[config.mk]
export PLATFORM = sky130hd
export DESIGN_NAME = tick_interval_meter
export DESIGN_NICKNAME = d
export VERILOG_FILES = /design/src/rtl/tick_interval_meter.sv
export SDC_FILE = /design/constraint.sdc
export NUM_CORES = 1
export LEC_CHECK = 0
export CORE_AREA = 2 2 108 110
export DETAILED_ROUTE_END_ITERATION = 16
export DIE_AREA = 0 0 110 112
export DONT_BUFFER_PORTS = 1
export GPL_TIMING_DRIVEN = 0
export PLACE_DENSITY_LB_ADDON = 0.12
export SLEW_MARGIN = 20
export SYNTH_ARGS = -nofsm -noshare
export SYNTH_HDL_FRONTEND = slang
export SYNTH_SLANG_ARGS = --single-unit
[constraint.sdc]
create_clock -name clock_50 -period 3.05 [get_ports clock_50]
set_input_delay 0.1525 -clock clock_50 [delete_from_list [all_inputs] [get_ports clock_50]]
set_output_delay 0.1525 -clock clock_50 [all_outputs]
set_load 0.005 [all_outputs]
[src/rtl/tick_interval_meter.sv]
// ---------------------------------------------------------------------------
// tick_interval_meter: measures clock cycles between accepted tick rising edges
// and flags a stall when no edge arrives within TIMEOUT cycles.  Rev 1.0
// ---------------------------------------------------------------------------
`default_nettype none

module tick_interval_meter #(
  parameter int unsigned           WIDTH   = 28,
  parameter logic [WIDTH-1:0]      TIMEOUT = 28'd50_000_000
) (
  input  logic             clock_50,
  input  logic             reset_n,
  input  logic             en,
  input  logic             clear,
  input  logic             tick_in,
  output logic [WIDTH-1:0] interval,
  output logic             interval_valid,
  output logic             measure_done,
  output logic             stalled,
  output logic [15:0]      edge_count
);

  typedef enum logic [1:0] {
    S_IDLE    = 2'd0,
    S_ARMED   = 2'd1,
    S_STALLED = 2'd2
  } state_t;

  state_t           state_q,    state_d;
  logic [WIDTH-1:0] count_q,    count_d;
  logic [WIDTH-1:0] interval_q, interval_d;
  logic             valid_q,    valid_d;
  logic             done_q,     done_d;
  logic             stalled_q,  stalled_d;
  logic [15:0]      edges_q,    edges_d;
  logic             tick_q;
  logic             rise;

  // tick_q is zero out of reset, so a tick already high at release is a rise.
  assign rise = tick_in & ~tick_q;

  always_comb begin
    state_d    = state_q;
    count_d    = count_q;
    interval_d = interval_q;
    valid_d    = valid_q;
    done_d     = 1'b0;
    stalled_d  = stalled_q;
    edges_d    = edges_q;

    if (clear) begin
      state_d    = S_IDLE;
      count_d    = '0;
      interval_d = '0;
      valid_d    = 1'b0;
      stalled_d  = 1'b0;
      edges_d    = '0;
    end else if (en) begin
      if (rise) begin
        edges_d = edges_q + 16'd1;
      end
      case (state_q)
        S_IDLE: begin
          if (rise) begin
            state_d = S_ARMED;
            count_d = WIDTH'(1);
          end
        end
        S_ARMED: begin
          // A rise coincident with count==TIMEOUT publishes rather than stalls.
          if (rise) begin
            interval_d = count_q;
            valid_d    = 1'b1;
            done_d     = 1'b1;
            count_d    = WIDTH'(1);
          end else if (count_q == TIMEOUT) begin
            state_d   = S_STALLED;
            stalled_d = 1'b1;
            valid_d   = 1'b0;
          end else begin
            count_d = count_q + WIDTH'(1);
          end
        end
        S_STALLED: begin
          if (rise) begin
            state_d   = S_ARMED;
            stalled_d = 1'b0;
            count_d   = WIDTH'(1);
          end
        end
        default: begin
          state_d = S_IDLE;
          count_d = '0;
        end
      endcase
    end
  end

  always_ff @(posedge clock_50 or negedge reset_n) begin
    if (!reset_n) begin
      state_q    <= S_IDLE;
      count_q    <= '0;
      interval_q <= '0;
      valid_q    <= 1'b0;
      done_q     <= 1'b0;
      stalled_q  <= 1'b0;
      edges_q    <= '0;
      tick_q     <= 1'b0;
    end else begin
      state_q    <= state_d;
      count_q    <= count_d;
      interval_q <= interval_d;
      valid_q    <= valid_d;
      done_q     <= done_d;
      stalled_q  <= stalled_d;
      edges_q    <= edges_d;
      tick_q     <= tick_in;
    end
  end

  assign interval       = interval_q;
  assign interval_valid = valid_q;
  assign measure_done   = done_q;
  assign stalled        = stalled_q;
  assign edge_count     = edges_q;

endmodule

`default_nettype wire

Yosys cells after proc, flatten, opt, wreduce, memory -nomap -nowiden
Index checks and enable logic that the tools add are counted.
{"block": "word_totals", "register_bits": 78, "inputBits": 5, "word_cells": 67}
{"block": "classes", "addsub": 2, "eq_ne": 8, "n_mux": 34, "bitwise_logic": 2, "n_reduce_logical": 13}
{"cell": "$mux W28", "count": 9}
{"cell": "$pmux W28 S2", "count": 1}
{"cell": "$mux W16", "count": 3}
{"cell": "$add A28 B1 Y28 const B", "count": 1}
{"cell": "$eq A28 B26 Y1 const B", "count": 1}
{"cell": "$add A16 B1 Y16 const B", "count": 1}
{"cell": "$mux W1", "count": 14}
{"cell": "$mux W2", "count": 5}
{"cell": "$ne A3 B3 Y1 const B", "count": 3}
{"cell": "$reduce_and A3 Y1", "count": 3}
{"cell": "$reduce_bool A2 Y1", "count": 3}
{"cell": "$reduce_bool A3 Y1", "count": 2}
{"cell": "$reduce_and A5 Y1", "count": 1}
{"cell": "$ne A4 B4 Y1 const B", "count": 1}
{"cell": "$pmux W2 S2", "count": 1}
{"cell": "$reduce_and A4 Y1", "count": 1}
{"cell": "$ne A3 B1 Y1 const B", "count": 1}
{"cell": "$eq A2 B1 Y1 const B", "count": 1}
{"cell": "$eq A2 B2 Y1 const B", "count": 1}
{"cell": "$logic_not A2 Y1", "count": 1}
{"cell": "$pmux W1 S2", "count": 1}
{"cell": "$reduce_and A2 Y1", "count": 1}
{"cell": "$reduce_or A2 Y1", "count": 1}
{"cell": "$and A1 B1 Y1", "count": 1}
{"cell": "$not A1 Y1", "count": 1}

Logic depth before layout (Yosys ltp)
{"block": "depth", "depth_word": 6, "depth_mapped": 8, "mapped_depth_nobuf": 7}

Worst setup path after synthesis
Ideal clock, no wire load.
{"block": "synth_timing", "kind": "reg-to-reg", "startpoint": "register count_q[0]", "endpoint": "register state_q[1]", "setup_time_ns": 0.078, "arrival_ns": 1.858, "path_slack_ns": 1.114, "stages_incl_launch_ff": 8, "path_buffers": 0, "period_less_slack_ns": 1.936, "cell_sequence": "dfrtp_1 > inv_1 > ha_1 > or4b_4 > nor4_4 > nand4_4 > or3_1 > a21oi_1"}
{"block": "synth_via", "elab_chain_len": 3}
{"item": "start, declared", "line_no": "30", "text": "logic [WIDTH-1:0] count_q, count_d;"}
{"item": "start signal, assigned", "line_no": "111", "text": "count_q <= count_d;"}
{"item": "$eq A28 B26 Y1", "line_no": "76", "text": "end else if (count_q == TIMEOUT) begin"}
{"item": "$ne A3 B3 Y1 (no line)"}
{"item": "$reduce_and A4 Y1 (no line)"}
{"item": "end signal, assigned", "line_no": "110", "text": "state_q <= state_d;"}
{"item": "end, declared", "line_no": "29", "text": "state_t state_q, state_d;"}
No other way between the ends.
A chain may end at the register's enable or synchronous reset.

Final worst setup path
{"block": "layout_timing", "startpoint": "register tick_q", "endpoint": "register count_q[8]"}
{"block": "layout_via", "elab_chain_len": 6, "elab_cells_between_ends": 9, "classes_between": "eq/ne: 2; mux: 4; bitwise: 2; reduce/logical: 1"}
{"item": "start, declared", "line_no": "36", "text": "logic tick_q;"}
{"item": "start signal, assigned", "line_no": "117", "text": "tick_q <= tick_in;"}
{"item": "$not A1 Y1 (*)", "line_no": "40", "text": "assign rise = tick_in & ~tick_q;"}
{"item": "$and A1 B1 Y1 (*)", "line_no": "40"}
{"item": "$mux W28", "line_no": "71", "text": "if (rise) begin"}
{"item": "$pmux W28 S2", "line_no": "62", "text": "case (state_q)"}
{"item": "$mux W28", "line_no": "58", "text": "end else if (en) begin"}
{"item": "$mux W28", "line_no": "51", "text": "if (clear) begin"}
Every way passes the cells marked *; elsewhere a longest branch is shown, timed or not. The select of a mux whose other input is x is not followed.

==> reports/results.tsv <==
stage	metric	value	unit
timing	hold_viol	0	
worst_setup_path	critPathRequiredTime	3.27	ns
route	totalWireLength	10300	um
timing	fin_ws	0.739	ns
timing	fin_skew	0.00867	ns
worst_setup_path	critPathLaunchType	flip-flop	
route	drc_errors	0	
cells_and_area	num_antenna_cells	0	
synth	ys_warn_count	0	
grt	grt_max_degree	79	
floorplan	initial_core_util	34.5	%
status	status	finished clean	
worst_setup_path	end_kind	flip-flop	
route	wl_per_cell	17.4	um
clock_network	cts_made_buffers	9	
floorplan	fp-row-count	39	
clock_network	cts.htree.levels	3	
cells_and_area	fin_nets	452	
worst_setup_path	crit_top_cell	clkbuf_1	
floorplan	die_y	112	um
synth	avgSynthCellArea	8.98	um2
synth	ys_ff_latch	78	
floorplan	die_area	12300	um2
worst_setup_path	worst-r2r-setup-slack	0.74	ns
timing	maxSlewHeadroom	30.5	%
worst_setup_path	arrival	2.53	ns
synth	ys_async_sr_fraction	100	%
floorplan	io_pins	52	
grt	grt_pass1_vias	3386	
timing	tightestPinTransition	1.03	ns
placement	dp_hpwl	6960	um
synth	synth.top_cell.area_share	50.7	%
synth	syn_nets	437	
synth	seq_area_frac_synth	50.7	%
clock_network	clock_latency	0.35	ns
synth	synthTopCellsByArea	dfrtp_1 (51%), nand2_1 (7.6%), a21oi_1 (5.7%)	
synth	syn_inst	429	
synth	netlist.top_cell.by_area	dfrtp_1	
timing	fin_crit_sh	75.8	%
grt	gr-usage-all-layers	18.3	%
flow_run	cap_violations	0	
placement	dp_slack	0.763	ns
clock_network	cts_tree	done	
worst_setup_path	path_cells	nor2b_1, clkbuf_1, or4_1, clkbuf_1, clkbuf_1, nor2_1, o21ai_0, o21ai_0	
route	antenna_left	0	
timing	fmax	433	MHz
cells_and_area	fillers	1161	
worst_setup_path	cp_max_fo	10	
synth	synth_area	3850	um2
placement	placed_area	4030	um2
pwr	power.density	506	nW/um2
worst_hold_path	hold_class	in2reg	
synth	synth-edff-count	0	
clock_network	cts_root_buf	clkbuf_16	
synth	synth_ff_type	dfrtp_1	
cells_and_area	final_cell_area	4380	um2
synth	yosys.cell_types.count	48	
worst_setup_path	path_class	reg2reg	
timing	fin_setup_tns	0	ns
placement	globalplace.congestion	0.844	
clock_network	clkSinkCount	78	
route	dr_total_vias	3227	
worst_setup_path	critPathBufInv	3	
route	viasPerCell	5.45	
grt	grt_pass1_wl	17500	um
route	first_pass_iters	4	
floorplan	die_x	110	um
clock_network	clockBufferDepth	2	
placement	io_buffers	0	
clock_network	cts_resized	0	
cells_and_area	drive_above_1_share	7.13	%
worst_setup_path	max_stage_delay	0.48	ns
worst_setup_path	cp_slowest_cell	clkbuf_1	
timing	slew_viol_final	0	
worst_setup_path	cp_top_family	buffers and inverters	
timing	period_needed	2.31	ns
route	drtIter0Drc	189	
pwr	power_leakage	1.75	nW
pwr	ir_worst_vdd	0.307	mV
floorplan	core_area	11200	um2
grt	grt-ovfl-total	0	
grt	antenna_found_initial	0	
timing	finalSetupViolCount	0	
clock_network	clkTransAtPathRegs	0.07	ns
cells_and_area	areaGrowthSynthToFinish	13.7	%
timing	rsz0062_at_grt	false	
## routing by layer
layer	up-vias	routed length [um]	track usage (%)
met5	-	0	0
met4	0	148	7.34
li1	1552	-	-
met1	1583	4770	24.8
met2	78	4700	27.2
met3	14	672	5.50
## Yosys cell counts (all sizes together), types with 2 or more instances
cell / number
dfrtp: 78
nand2: 78
a21oi: 44
o21ai: 37
nor2: 29
clkbuf: 21
nand3: 18
nand4: 17
a31oi: 12
inv: 9
xor2: 8
buf: 7
or3: 7
xnor2: 7
and3: 6
nor3: 6
nor4: 6
and2: 5
nor2b: 4
and4: 3
ha: 3
o41ai: 3
a41oi: 2
mux2i: 2
o21a: 2
o31ai: 2
or4: 2
## power breakdown
| group | internal, W | switching (W) |
|---|---|---|
| Combinational | 0.0000272 | 0.0000713 |
| Clock | 0.000631 | 0.000438 |
| Sequential | 0.00104 | 0.00000816 |
## cell families (layout without fill, tap and decap cells)
| logic type | after synthesis | in the layout | share of synthesized area (%) |
|---|---|---|---|
| fa+ha+maj | 3 | 3 | 0.974 |
| flops | 78 | 78 | 50.7 |
| mux | 2 | 2 | 0.520 |
| buf+inv | 37 | 57 | 3.99 |
| compound gates | 109 | 109 | 16.1 |
| simple gates | 185 | 185 | 24.4 |
| xor+xnor | 15 | 15 | 3.41 |
## registers in the layout, summed over array words and instances, names as in the netlist
| signal | count |
|---|---|
| count_q | 28 |
| edge_count | 16 |
| interval | 28 |
| interval_valid | 1 |
| measure_done | 1 |
| stalled | 1 |
| state_q | 2 |
| tick_q | 1 |
## final cells by class
class / instances / area, um2 / share of cell area (%)
buffer: 28 / 120 / 2.74
clock buffer: 10 / 229 / 5.23
clock inverter: 6 / 62.6 / 1.43
inverter: 9 / 33.8 / 0.771
multi-input combinational: 314 / 1750 / 39.9
sequential: 78 / 1950 / 44.6
tap: 143 / 179 / 4.08
timing repair buffer: 4 / 57.6 / 1.31
## metrics by stage
| step | hold WS, ns | total power, W | utilization [%] | std cells |
|---|---|---|---|---|
| 6_report | 0.0798 | 0.00222 | 39.2 | 592 |
| 5_1_grt | 0.102 | 0.00231 | 39.2 | 592 |
| 4_1_cts | 0.0749 | 0.00225 | 39.2 | 592 |
| 3_5_place_dp | -0.140 | 0.00114 | 36.1 | 572 |
| 3_3_place_gp | -0.139 | 0.00114 | 36.1 | 572 |
| 2_1_floorplan | -0.143 | 0.00112 | - | 429 |
## what timing repair did
action / in CTS / in global routing
setup buffers: 0 / 0
hold buffers: 4 / 0
hold endpoints to repair: 80 / 0
## final timing paths
kind / start / to / cells past startpoint
setup / recovery: tick_q / count_q[8] / 8
hold / removal: en / state_q[0] / 2
setup reg to reg: tick_q / count_q[8] / 8
hold reg to reg: stalled / stalled / 1
max in group asynchronous: reset_n / edge_count[11] / 2
min in group asynchronous: reset_n / interval[11] / 2
## cell usage in the layout (no fill, tap or decap), drive strengths merged, types with 2 or more instances in the layout
cell and n:
o31ai 2, clkinv 2, inv 9, nand3 18
xnor2 7, dlygate4sd3 3, clkbuf 31, nand2 78
ha 3, nor2b 4, nand4 17, a21oi 44
o21a 2, or4 2, dfrtp 78, or3 7
o41ai 3, o21ai 37, mux2i 2, and4 3
clkinvlp 3, a31oi 12, nor3 6, nor4 6
a41oi 2, nor2 29, and3 6, buf 8
and2 5, xor2 8
Note: power is estimated with default switching activity, not from simulation.
